<file path="src/rtl/stream_mux_4x1_rr.sv">
// -----------------------------------------------------------------------------
// stream_mux_4x1_rr
//
// Purpose:
//   Merges four valid/ready source streams onto one sink through a single
//   output register. Round-robin arbitration picks the source: the search
//   starts at a rotating priority pointer, and that pointer moves to one past
//   the last granted channel. Latency is one cycle. Throughput is one word
//   per cycle while the sink keeps out_ready high.
//
// Ports:
//   clk        rising-edge clock
//   rst        synchronous reset, active-high
//   in_data    packed source data, channel i at [i*DATA_W +: DATA_W]
//   in_valid   per-channel valid
//   in_ready   per-channel ready, at most one bit high (the granted channel)
//   out_data   registered output word
//   out_valid  registered output valid
//   out_ready  sink ready
//   out_sel    channel index of the word currently held in out_data
//
// Notes:
//   in_ready is a combinational function of in_valid. Sources must therefore
//   never make in_valid depend on in_ready, or a combinational loop results.
// -----------------------------------------------------------------------------
module stream_mux_4x1_rr #(
    parameter int DATA_W = 8
) (
    input  logic                  clk,
    input  logic                  rst,
    input  logic [4*DATA_W-1:0]   in_data,
    input  logic [3:0]            in_valid,
    output logic [3:0]            in_ready,
    output logic [DATA_W-1:0]     out_data,
    output logic                  out_valid,
    input  logic                  out_ready,
    output logic [1:0]            out_sel
);

    logic [1:0] ptr;
    logic [1:0] grant;
    logic       grant_found;
    logic       load_en;
    logic       transfer;

    // The output register may take a new word when it is empty, or when it
    // drains on this same edge.
    assign load_en = !out_valid || out_ready;

    // Rotating priority search: ptr, ptr+1, ptr+2, ptr+3 (mod 4). The 2-bit
    // add wraps for us.
    always_comb begin
        logic [1:0] idx;
        grant       = ptr;
        grant_found = 1'b0;
        idx         = 2'd0;
        for (int k = 0; k < 4; k++) begin
            idx = ptr + 2'(k);
            if (!grant_found && in_valid[idx]) begin
                grant       = idx;
                grant_found = 1'b1;
            end
        end
    end

    // Hold off all sources during reset. A request presented then is
    // therefore never consumed.
    always_comb begin
        in_ready = 4'b0000;
        if (!rst && load_en && grant_found) begin
            in_ready = 4'b0001 << grant;
        end
    end

    // in_ready is only ever raised on a channel whose valid is high.
    assign transfer = |in_ready;

    always_ff @(posedge clk) begin
        if (rst) begin
            out_valid <= 1'b0;
            out_data  <= '0;
            out_sel   <= 2'd0;
            ptr       <= 2'd0;
        end else if (transfer) begin
            out_data  <= in_data[grant*DATA_W +: DATA_W];
            out_sel   <= grant;
            out_valid <= 1'b1;
            ptr       <= grant + 2'd1;
        end else if (out_valid && out_ready) begin
            // Drain without refill: data and sel keep their last values.
            out_valid <= 1'b0;
        end
    end

endmodule

</file>
<file path="config.mk">
export PLATFORM = sky130hd
export DESIGN_NAME = stream_mux_4x1_rr
export DESIGN_NICKNAME = d
export VERILOG_FILES = /design/src/rtl/stream_mux_4x1_rr.sv
export SDC_FILE = /design/constraint.sdc
export NUM_CORES = 1
export LEC_CHECK = 0
export CORE_AREA = 2 2 56 58
export DETAILED_ROUTE_END_ITERATION = 7
export DIE_AREA = 0 0 58 60
export PLACE_DENSITY_LB_ADDON = 0.2
export SLEW_MARGIN = 25
export SYNTH_ARGS = -nofsm -noshare
export SYNTH_HDL_FRONTEND = slang
export SYNTH_SLANG_ARGS = --single-unit
</file>
<file path="constraint.sdc">
create_clock -name clk -period 1.8 [get_ports clk]
set_clock_uncertainty 0.05 [all_clocks]
set_input_delay 0.18 -clock clk [delete_from_list [all_inputs] [get_ports clk]]
set_output_delay 0.18 -clock clk [all_outputs]
set_load 0.01 [all_outputs]
</file>
Yosys cells after proc, flatten, opt, wreduce, memory -nomap -nowiden
Index checks and enable logic that the tools add are counted.
Widths: inputs -> output; s select.

word-level totals
  bits in registers = 13
  bits of input ports = 39
  output and inout port bits = 15
  logic and storage cells = 46

operators by class
  $add $sub $neg = 4
  order comparisons = 4
  shift-type cells = 2
  muxes and demuxes = 18
  reductions and logical operators = 14

operator list
  operator             number
  $shiftx 32x6->8      1
  $lt 2x3->1 const B   4
  $mux 1               10
  $bmux 1 s2           4
  $logic_and 1x1->1    6
  $mux 2               3
  $logic_not 1->1      5
  $add 2x1->2 const B  2
  $add 2x2->2 const B  2
  $mux 4               1
  $reduce_or 4->1      1
  $shl 1x2->4 const A  1
  $reduce_bool 2->1    1
  $logic_or 1x1->1     1

Longest topological paths before layout
  depth in word-level cells = 16
  gate-level depth with buffers = 8
  gate-level depth less buffers = 5

Worst setup path before layout
No wires, ideal clock.

  path type = register to register
  start point = register ptr[1]
  end point = register out_data[6]
  library setup time = 0.116 ns
  data arrival time = 1.737 ns
  data required time = 1.634 ns
  path slack = -0.103 ns
  stages on the path, launching flop included = 8
  buffers on the path = 2
  clock period less this slack = 1.903 ns
  cell sequence = dfxtp_1 -> buf_6 -> and3b_1 -> or4_1 -> buf_2 -> and3_1 -> a2111o_1 -> a31o_1

between the ends
  longest elaborated chain between the ends = 15
  elaborated cells on any way between the ends = 29
  classes of those cells = 3 x add/sub; 2 x shift; 16 x mux; 8 x reduce/logical

ends and longest elaborated chain
  what                                                                  RTL line  RTL
  from (decl)                                                           40        logic [1:0] ptr;
  from (signal assigned)                                                88        ptr <= grant + 2'd1;
  parallel branches: the longest is 15 deep, another holds $add 2x1->2  -
  to (signal assigned)                                                  85        out_data <= in_data[grant*DATA_W +: DATA_W];
  to (decl)                                                             34        output logic [DATA_W-1:0] out_data,

Parallel ways; which one is timed is not known. The select of a mux whose other input is x is not followed.
A chain may end at the register's enable or synchronous reset.

Worst setup path after layout
Same ends and word-level chain as after synthesis.

==> metrics.md <==
| Metric | Value |
|---|---|
| Outcome | `finished with violations` |
| Failing checks | `setup timing` |
| CTS tree | `yes` |
| Top cells by area, synth | `dfxtp_1, nand3_1, o21ai_0, a32o_1, nand4_1` |
| Peak VDD IR | `0.495 mV` |
| H-tree levels | `1` |
| Routed Antenna Nets | `0` |
| CP max-delay cell | `or4_4` |
| TritonCTS Buffers | `3` |
| Max-cap viol count | `0` |
| Drt pass-1 iters | `4` |
| Worst-path fanout max | `4` |
| Setup slack, reg-to-reg | `-130 ps` |
| HPWL Detailed | `2.66 mm` |
| #FFs+latches synth | `13` |
| Total power | `1.21 mW` |
| Met2 Track Usage GR | `0.364` |
| Final period utilization | `1.07` |
| Setup crit start kind | `register` |
| Yosys warning total | `0` |
| Slew margin rel. | `0.714` |
| Final Hold Fails | `0` |
| Clk sinks | `13` |
| Worst path required time | `1940 ps` |
| GR Overflow Total | `0` |
| Post-synth top area share | `0.280` |
| Initial antenna violation count | `0` |
| Vias per cell | `5.62` |
| Setup violation total in the final timing report | `12` |
| Die Y-Extent | `60 um` |
| Post-placement cell count | `231` |
| DR iter-0 viols | `70` |
| Clock Latency Late Sink | `280 ps` |
| Seq/Total Area, Yosys | `0.280` |
| DRC | `0` |
| Crit-path cells | `and3b_1, or4_4, buf_6, and3_4, a2111o_1, a31o_1` |
| Die span in x | `58 um` |
| R2r endpoint | `out_data[6]` |
| Delay-heaviest family, CP | `simple AND/OR/NAND/NOR gates` |
| Crit path from | `ptr[1]` |
| M1 GR Usage | `0.273` |
| Placed instance area | `0.00164 mm2` |
| Vias in the first global route | `1234` |
| Ports | `54` |
| CP endpoint kind | `register` |
| Worst-path clk slew | `90 ps` |
| Synthesized area per cell | `7.09 um2` |
| Clock root buffer | `clkbuf_4` |
| Origin of the critical flop-to-flop path | `ptr[1]` |
| Post-synth top area cell | `dfxtp_1` |
| Largest net degree at the start of global routing | `18` |
| Hold Crit Start | `in_valid[2]` |
| WHS Path Cells | `3` |
| Detailed Route WL | `3.64 mm` |
| Main flop type after synthesis | `dfxtp_1` |
| Met3 usage | `0.0519` |
| Total GRT Usage | `0.213` |
| Share of cells above drive strength 1 | `0.276` |
| Row count | `20` |
| Final instance area | `0.00178 mm2` |
| RD Place Congestion | `0.848` |
| Worst Hold Slack | `388 ps` |
| Leakage | `0.722 nW` |
| PwrDens | `684 mW/mm2` |
| Async S/R FF share, synth | `0` |
| Critical Path Max Stage Delay | `450 ps` |
| Unique masters post-synth | `30` |
| Drt wl/cell | `15.4 um` |
| Syn Std Cell Area | `928 um2` |
| Worst hold path class | `primary input to register` |
| Fmax | `517 MHz` |
| Worst R2R Path Depth | `6` |
| Crit path kind | `register to register` |
| PortBufs | `53` |
| Final min period | `1930 ps` |
| Vias | `1326` |
| Setup ws final | `-133 ps` |
| Pins Over Slew Limit | `0` |
| Critical Path AT | `2070 ps` |
| Area growth syn-to-layout | `91.2%` |
| Fin nets | `243` |
| Unrepaired setup endpoints after global routing | `true` |
| Hold EP | `out_valid` |
| Post-layout instance count excluding filler cells | `236` |
| Core area | `0.00290 mm2` |
| Synth Instances | `131` |
| Post-synth EDFFs | `0` |
| WP buf/inv | `1` |
| Syn nets | `170` |
| Starting Density | `0.320` |
| Max Buffers Root-to-Sink | `2` |
| Most Crowded Layer GR | `met2` |
| Antenna cell count | `0` |
| Slew at the pin closest to its max-slew limit | `430 ps` |
| First-pass GRT wire length | `5.61 mm` |
| Die area | `0.00348 mm2` |
cells by family (layout without fill, tap and decap cells):
family	Yosys count	after routing	synth area share
simple gates	67	67	0.379
compound gates	37	37	0.263
flops	13	13	0.280
buf+inv	13	85	0.0687
xor+xnor	1	1	0.00944
power by group:
part | switching (mW) | internal, mW
sequential | 0.0367 | 0.335
clock | 0.111 | 0.0860
combinational | 0.297 | 0.348
total | 0.444 | 0.770
through the flow:
step	setup TNS [ps]	utilization	setup slack, ps
CTS	-1220	0.578	-144
floorplan	-512	-	-103
global placement	-7610	0.566	-598
global route	-1610	0.612	-172
detailed placement	-8420	0.566	-679
finish	-1080	0.612	-133
final cells by class:
| type | count | area [um2] |
|---|---|---|
| sequential | 13 | 265 |
| timing repair buffer | 80 | 726 |
| multi-input combinational | 105 | 713 |
| clock buffer | 4 | 26.3 |
| inverter | 1 | 3.75 |
| fill | 278 | 1130 |
| tap | 33 | 41.3 |
worst reg2reg max path: stages, from the launching register on:
cell and delay (ps):
dfxtp_4 370, and3b_1 190, or4_4 450, buf_6 160, and3_4 140, a2111o_1 280
a31o_1 200
worst max-delay path by stage:
stage,to,slack [ps],depth (start not counted)
global route,out_data[3],-170,7
finish,out_data[6],-130,6
global placement,in_ready[2],-600,6
detailed placement,out_data[2],-680,7
CTS,out_data[6],-140,6
floorplan,out_data[6],-100,7
sequential cells by signal, indices dropped and copies added (netlist names):
signal,flops
out_data,8
out_sel,2
ptr,2
out_valid,1
cells in the final DEF, fill, tap and decap left out, types with 2 or more instances in the layout:
master,netlist,routed
o21ai_1,1,2
dfxtp_1,13,11
a32o_1,7,6
nand2_1,7,5
clkbuf_4,0,3
nor2b_1,4,4
buf_6,1,4
nand4_1,7,7
nand3_2,0,7
buf_4,1,24
nand3_1,31,24
o21ai_0,17,16
a21oi_1,4,3
or4_4,0,2
buf_2,3,3
nor2_1,6,5
dlygate4sd2_1,0,4
and3_1,4,3
o21bai_1,2,2
clkdlybuf4s50_1,0,45
cell usage after synthesis (3+ instances only):
library cell	count
clkbuf_1	7
a32o_1	7
dfxtp_1	13
buf_2	3
nand3_1	31
nor2b_1	4
nand4_1	7
nand2_1	7
nor2_1	6
o21ai_0	17
a21oi_1	4
and3_1	4
per-layer routing:
| layer | vias up | wire, um |
|---|---|---|
| met3 | 10 | 270 |
| met2 | 65 | 1810 |
| met4 | 0 | 65 |
| met5 | - | 0 |
| met1 | 607 | 1500 |
| li1 | 644 | - |
repair_timing:
action	CTS	global route
cloned	0	0
resized for setup	28	24
setup buffers	0	1
hold buffers	0	0
endpoints found under the setup margin	13	13
pin swaps	2	13
No activity file was read; power rests on OpenSTA's default activity.
